**src/rtl/axis_pkt_checker_keep_analyzer.sv**
```systemverilog
// Combinational tkeep classifier: byte count, full-beat test and
// "contiguous from byte 0, nonzero" test for the closing beat.
module keep_analyzer #(
  parameter int KEEP_W = 64,
  parameter int PC_W   = $clog2(KEEP_W + 1)
) (
  input  logic [KEEP_W-1:0] i_tkeep,
  output logic [PC_W-1:0]   o_popcount,
  output logic              o_all_ones,
  output logic              o_contiguous_nonzero
);

  logic [KEEP_W-1:0] w_keep_inc;

  assign w_keep_inc = i_tkeep + KEEP_W'(1);
  assign o_all_ones = &i_tkeep;
  // 2^k-1 masks are exactly the values with no set bit shared with value+1.
  assign o_contiguous_nonzero = (|i_tkeep) && ((i_tkeep & w_keep_inc) == '0);

  // NOTE: every variable written in always_comb gets a default first, so no
  // path can leave it unassigned and infer a latch.
  always_comb begin
    o_popcount = '0;
    for (int i = 0; i < KEEP_W; i++) begin
      o_popcount = o_popcount + {{(PC_W-1){1'b0}}, i_tkeep[i]};
    end
  end

endmodule

```
**config.mk**
```make
export PLATFORM = sky130hd
export DESIGN_NAME = keep_analyzer
export DESIGN_NICKNAME = d
export VERILOG_FILES = /design/src/rtl/axis_pkt_checker_keep_analyzer.sv
export SDC_FILE = /design/constraint.sdc
export NUM_CORES = 1
export LEC_CHECK = 0
export CAP_MARGIN = 30
export CORE_MARGIN = 4
export CORE_UTILIZATION = 33
export DETAILED_ROUTE_END_ITERATION = 8
export PLACE_DENSITY = 0.55
export SLEW_MARGIN = 0
export SYNTH_ARGS = -nofsm -noshare
export SYNTH_HDL_FRONTEND = slang
export SYNTH_SLANG_ARGS = --single-unit
```
**constraint.sdc**
```tcl
create_clock -name vclk -period 16.2
set_input_delay 4.86 -clock vclk [all_inputs]
set_output_delay 4.86 -clock vclk [all_outputs]
set_load 0.03 [all_outputs]
```
Word level (Yosys, flattened, before mapping)
Index checks and enable logic that the tools add are counted.

Register bits after elaboration: 0. Latch bits: 0. RAM bits: 0. Bits in read-only memories: 0. Bits of input ports: 64. Output and inout port bits: 9. Logic and storage cells: 69. Memories kept: 0.

Add/sub/neg operators: 64. $mul: 0. Divide/modulo/power cells: 0. Order comparisons: 0. Equal/unequal tests: 0. Shift operators: 0. Muxes and demuxes: 0. Bitwise logic cells: 1. Reduce and logical (&&, ||, !) cells: 4.

Operators by type and width (count): adder 7 x 1 -> 7 bit (57); adder 64 x 1 -> 64 bit (second input constant) (1); AND 64 bit (1); zero test 64 bit (1); AND reduction 64 bit (1); OR reduction 64 bit (1); adder 6 x 1 -> 7 bit (1); adder 5 x 1 -> 6 bit (1); adder 4 x 1 -> 5 bit (1); adder 3 x 1 -> 4 bit (1); adder 2 x 1 -> 3 bit (1); adder 1 x 1 -> 2 bit (1); logical AND 1 bit (1).

Logic depth before layout (Yosys ltp)
Gate-level depths: netlist of the first run.

Word-level depth: 63. Gate-level depth with buffers: 22. Mapped depth without buffers: 22.

Worst setup path before layout of the first run
Ideal clock, no wire load.

Path kind: input-to-output. Start point: input i_tkeep[35]. End point: output o_popcount[5]. Arrival: 10.584 ns. Required time: 11.340 ns. Path slack: 0.756 ns. Cell stages on the path: 20. Buffers on the path: 0. Path through: inv_1 > fa_1 > inv_1 > fa_1 > fa_1 > inv_1 > fa_1 > inv_1 > fa_1 > fa_1 > fa_1 > inv_1 > fa_1 > inv_1 > ha_1 > a21o_1 > a21oi_1 > o21bai_1 > a21oi_1 > xor2_1.

Word-level cells in the longest chain between the ends: 29.

RTL lines: from (decl) (RTL line 7) `input logic [KEEP_W-1:0] i_tkeep,`; adder 7 x 1 -> 7 bit (29 in a row) (RTL line 25) `o_popcount = o_popcount + {{(PC_W-1){1'b0}}, i_tkeep[i]};`; to (decl) (RTL line 8) `output logic [PC_W-1:0] o_popcount,`.

No other way between the ends.

Worst setup path after layout of the first run
Same ends and word-level chain as after synthesis.

==> flow_summary.ini, run 1 <==
[yosys]
yosysMostFrequentCell = sky130_fd_sc_hd__inv_1
post_synth_xor_area_fraction_pct = 1.19
synth_simple_gate_area_share_pct = 25.7
ys_types = 40
synth_top_cell_area_share_pct = 36.7
summed_instance_area_of_the_synthesized_netlist_mm2 = 0.00295
share_of_cell_area_taken_by_muxes_after_synthesis_pct = 0
synthCells = 381
synth_compound_area_share_pct = 14.3
commonest_cells_post_synth = sky130_fd_sc_hd__inv_1 (110), sky130_fd_sc_hd__fa_1 (54), sky130_fd_sc_hd__nand4_1 (30), sky130_fd_sc_hd__nand2_1 (24), sky130_fd_sc_hd__nor4_1 (22)
synth_area_leader_cell = sky130_fd_sc_hd__fa_1
synth_adder_area_share_pct = 44.3
synth_top_family_by_area = adder cells
synth_sequential_area_ratio_pct = 0
ys_warn_count = 0
synth_nets = 517
post_synth.cell_area_avg_um2 = 7.74
yosys-top-cells-area = sky130_fd_sc_hd__fa_1 (37%), sky130_fd_sc_hd__inv_1 (14%), sky130_fd_sc_hd__ha_1 (7.6%)

[worst_setup_path]
crit_path_start_kind = primary input
slowest_delay_ps = 570
timing.critical_path.cells = clkdlybuf4s50_1 > inv_1 > fa_1 > inv_1 > fa_1 > fa_1 > inv_1 > fa_1 > inv_1 > fa_1 > fa_1 > fa_1 > inv_1 > fa_1 > inv_1 > ha_1 > a21o_1 > a21oi_2 > o21bai_1 > a21oi_1 > xor2_1 > buf_4
data_required_time_at_the_worst_endpoint_ps = 11340
critPathSlowestCell = sky130_fd_sc_hd__fa_1
cpMostUsedCell = sky130_fd_sc_hd__fa_1
critical_path_at_ps = 11090
critPathCaptureType = output pin
class_of_the_most_critical_setup_path = in -> out
critPathMaxFanout = 2
crit_end = o_popcount[5]
critical_path.startpoint = i_tkeep[35]

[final_layout]
post_route_cells_drive_above_1_share_pct = 7.42
nNetsFinal = 610
antenna_cells = 0
seq_cells = 0
final.fill_count = 888
num-clock-buffers = 0
regArea_um2 = 0
area_growth_from_synthesis_to_layout_pct = 34.1
instances_no_fill = 580
finalInstanceArea_mm2 = 0.00395

[placement]
dp_hpwl_um = 10300
dpl_cell_area_mm2 = 0.00394
placed_cells_incl_taps = 580
place_congestion = 0.946
port_buffers = 73

[timing]
finalMaxSlewViolations = 0
worst_slew_margin_rel_pct = 43.3
finalCritPeriodShare_pct = 98.4
timing.final.setup_violations = 0
worst_pin_slew_ps = 846
timing.final.crit_period_ps = 15950
clock.fmax_mhz = 62.7
final-hold-violation-count = 0
rsz_0062_raised_after_global_routing = true

[detailed_routing]
drt_pre_antenna_iters = 5
totalWireLength_um = 11500
post_drt_via_cell_ratio = 5.50
route.vias.total = 3191
route.antenna.remaining_nets = 0
routedWlPerCell_um = 19.8
drtIter0Drc = 254
drt_drc_violations_left = 0

[floorplanning]
floorplan.initialDensity_pct = 33.8
die_area_mm2 = 0.0105
ios = 73
rows = 34
floorplan.die.height_um = 103
core-area_mm2 = 0.00872
fp.dieW_um = 103

[run_status]
outcome = finished, final reports clean

[min_path]
class_of_the_most_critical_hold_timing_path = in -> out
worst_hold_startpoint = i_tkeep[37]

[clocking]
postCtsSetupRepairBufs = 0
holdBufCountCts = 0

[run]
cap_viol_max_count = 0

[global_routing]
grt_pass1_vias = 3238
pin_count_of_the_biggest_net_entering_global_routing = 15
grt.total_usage_pct = 22.0
grt_antenna_before_repair = 0
grt-ovfl-total = 0
wire_length_of_the_first_global_routing_pass_um = 17700
[logic make-up (layout without fill, tap and decap cells)]
kind of cell,Yosys count,in the layout
and+or+nand+nor,131,131
buffers and inverters,113,204
adders and majority gates,72,72
AOI/OAI and AO/OA,61,61
xor gates and xnor gates,4,4
[timing repair]
action,CTS,global route
hold endpoints to repair,0,0
endpoints found under the setup margin,0,2
resized for setup,0,3
[per-layer routing]
layer | vias to the layer above | share of wire, % | track usage, %
met2 | 165 | 45 | 34.2
met3 | 21 | 9.5 | 4.26
met5 | - | 0 | 0
met1 | 1518 | 44 | 32.1
met4 | 0 | 1.8 | 3.83
li1 | 1487 | - | -
[through the flow]
| step | setup TNS (ps) | utilization, % | setup WS, ps | hold WS (ps) |
|---|---|---|---|---|
| 2_1_floorplan | 0 | - | 756 | 9940 |
| 3_3_place_gp | 0 | 45.2 | 176 | 10970 |
| 3_5_place_dp | 0 | 45.2 | 110 | 10990 |
| 4_1_cts | 0 | 45.2 | 81.0 | 10990 |
| 5_1_grt | -22.4 | 45.3 | -22.4 | 10980 |
| 6_report | 0 | 45.3 | 253 | 10950 |
[cell type report]
cell class / instances / area [um^2] / area share [%]
inverters: 110 / 413 / 10.4
multi-input cells: 268 / 2520 / 63.8
well taps: 108 / 135 / 3.42
repair buffers: 94 / 881 / 22.3
[critical path, delay by kind of cell]
kind	cells	cell delay [ps]
adder cells (fa/ha/maj)	9	4410
buffers and inverters	8	1030
AO/OA/AOI/OAI	4	600
XOR/XNOR	1	170
[layout by cell type, fill, tap and decap left out, types with 2 or more instances in the layout]
cell                                n
sky130_fd_sc_hd__o41ai_2            2
sky130_fd_sc_hd__ha_1              18
sky130_fd_sc_hd__nor4_1            22
sky130_fd_sc_hd__clkdlybuf4s50_1   67
sky130_fd_sc_hd__o41ai_1            2
sky130_fd_sc_hd__xnor2_1            2
sky130_fd_sc_hd__o22ai_1            5
sky130_fd_sc_hd__a2111oi_0          4
sky130_fd_sc_hd__fa_1              54
sky130_fd_sc_hd__nor3_1            13
sky130_fd_sc_hd__nand4_1           30
sky130_fd_sc_hd__xor2_1             2
sky130_fd_sc_hd__nor2_1            14
sky130_fd_sc_hd__a31oi_1            2
sky130_fd_sc_hd__o21ai_0           16
sky130_fd_sc_hd__and4_1             2
sky130_fd_sc_hd__a21oi_1            9
sky130_fd_sc_hd__a21boi_0           4
sky130_fd_sc_hd__nor4b_1            2
sky130_fd_sc_hd__inv_1            110
sky130_fd_sc_hd__o21bai_1           3
sky130_fd_sc_hd__o31ai_1            5
sky130_fd_sc_hd__nand3_1           14
sky130_fd_sc_hd__nand2_1           24
sky130_fd_sc_hd__or3_1              2
sky130_fd_sc_hd__a41oi_1            3
sky130_fd_sc_hd__buf_4             24
sky130_fd_sc_hd__dlymetal6s2s_1     2
[worst min-delay path by stage]
stage	to	slack, ps	depth (start not counted)
finish	o_contiguous_nonzero	10950	6
global route	o_contiguous_nonzero	10980	6
CTS	o_all_ones	10990	4
detailed placement	o_all_ones	10990	4
global placement	o_all_ones	10970	4
floorplan	o_all_ones	9940	2
Power of run 1 is left out: the tool's default activity adds up to more than one toggle a clock period on the data nets, which glitch-free logic cannot reach.
==> run 2: changes to the inputs <==
- CAP_MARGIN: 30 -> 10
- CORE_MARGIN: 4 -> 2
==> run 2 against run 1 <==
Compared with the run above: first-iteration DRC count down 17%; routed wire length is 4.5% lower; global-route usage up 0.85 points.
==> flow_summary.ini, run 2 (same netlist as run 1, synthesis figures left out) <==
[final_layout]
final_cell_mix = sky130_fd_sc_hd__inv_1 (110), sky130_fd_sc_hd__clkdlybuf4s50_1 (68), sky130_fd_sc_hd__fa_1 (54)
antenna_cells = 0
nNetsFinal = 610
post_route_cells_drive_above_1_share_pct = 7.63
regArea_um2 = 0
num-clock-buffers = 0
final.fill_count = 889
seq_cells = 0
area_growth_from_synthesis_to_layout_pct = 34.2
final_common_cell = sky130_fd_sc_hd__inv_1

[global_routing]
wire_length_of_the_first_global_routing_pass_um = 17400
grt_antenna_before_repair = 0
pin_count_of_the_biggest_net_entering_global_routing = 15
grt-ovfl-total = 0
grt_pass1_vias = 3212
grt.total_usage_pct = 22.8

[timing]
final-hold-violation-count = 0
timing.final.setup_violations = 0
rsz_0062_raised_after_global_routing = false
finalCritPeriodShare_pct = 98.3
worst_slew_margin_rel_pct = 45.5
finalSetupTns_ps = 0
timing.final.crit_period_ps = 15930
worst_pin_slew_ps = 809
finalMaxSlewViolations = 0
clock.fmax_mhz = 62.8

[worst_setup_path]
critPathCaptureType = output pin
timing.critical_path.cells = clkdlybuf4s50_1 > inv_1 > fa_1 > fa_1 > inv_1 > fa_1 > inv_1 > fa_1 > fa_1 > fa_1 > fa_1 > fa_1 > inv_1 > ha_1 > inv_1 > fa_1 > xnor2_1 > clkdlybuf4s50_1
data_required_time_at_the_worst_endpoint_ps = 11340
slowest_delay_ps = 680
critPathSlowestCell = sky130_fd_sc_hd__clkdlybuf4s50_1
cpMostUsedCell = sky130_fd_sc_hd__fa_1
critical_path_at_ps = 11070
crit_path_start_kind = primary input
critPathMaxFanout = 6
class_of_the_most_critical_setup_path = in -> out

[clocking]
postCtsSetupRepairBufs = 0

[detailed_routing]
drtIter0Drc = 212
topRoutingLayerUsed = met4
route.antenna.remaining_nets = 0
wl_met3_um = 1030
m1WireLength_um = 4830
drt_pre_antenna_iters = 4
wl_met2_um = 4790
totalWireLength_um = 10900
post_drt_via_cell_ratio = 5.54
drt_drc_violations_left = 0
route.vias.total = 3211
routedWlPerCell_um = 18.9

[placement]
place_congestion = 1.03
dp_hpwl_um = 9900
port_buffers = 73

[run_status]
outcome = finished, final reports clean

[floorplanning]
fp.dieW_um = 98.5
die_area_mm2 = 0.00971
floorplan.initialDensity_pct = 34.0
core-area_mm2 = 0.00868
rows = 34
ios = 73
floorplan.die.height_um = 98.5

[run]
cap_viol_max_count = 0

[min_path]
class_of_the_most_critical_hold_timing_path = in -> out
run 2: cell count changes in the layout (fill, tap and decap cells not counted):
cell / delta
sky130_fd_sc_hd__buf_4: +1
sky130_fd_sc_hd__clkdlybuf4s50_1: +1
sky130_fd_sc_hd__buf_2: -1
sky130_fd_sc_hd__a21oi_2: +1
sky130_fd_sc_hd__a21oi_1: -1
sky130_fd_sc_hd__dlymetal6s2s_1: -1
run 2: what timing repair did:
action / CTS / global route
hold buffers: 0 / 0
resized for setup: 0 / 3
endpoints found under the setup margin: 0 / 2
run 2: layout make-up:
type | instances | area, um^2 | area share (%)
Inverter | 110 | 413 | 10.4
Timing Repair Buffer | 94 | 881 | 22.3
Tap cell | 108 | 135 | 3.42
Multi-Input combinational cell | 268 | 2530 | 63.9
run 2: worst max-delay path, delay by kind of cell:
family	cells	cell delay, ps
buf+inv	7	1590
xor+xnor	1	170
fa+ha+maj	10	4440
run 2: worst paths after layout:
kind | startpoint | to | depth (start not counted)
setup / recovery | i_tkeep[23] | o_popcount[2] | 18
hold / removal | i_tkeep[37] | o_contiguous_nonzero | 6
run 2: layer usage:
layer,global-route usage [%],up-vias
met1,35.0,1501
met5,0,-
met2,33.9,188
met4,5.69,0
li1,-,1496
met3,3.19,26
run 2: metrics by stage:
stage               util, %  worst slack, ps  hold WS (ps)  area [um^2]  instances
floorplan                 -              756          9940         2950        381
detailed placement     45.5              131         10990         3950        580
CTS                    45.5              117         10990         3950        580
global placement       45.5              179         11000         3950        580
finish                 45.6              270         10940         3960        580
global route           45.6             3.39         11000         3960        580
Power of run 2 is left out for the same reason.
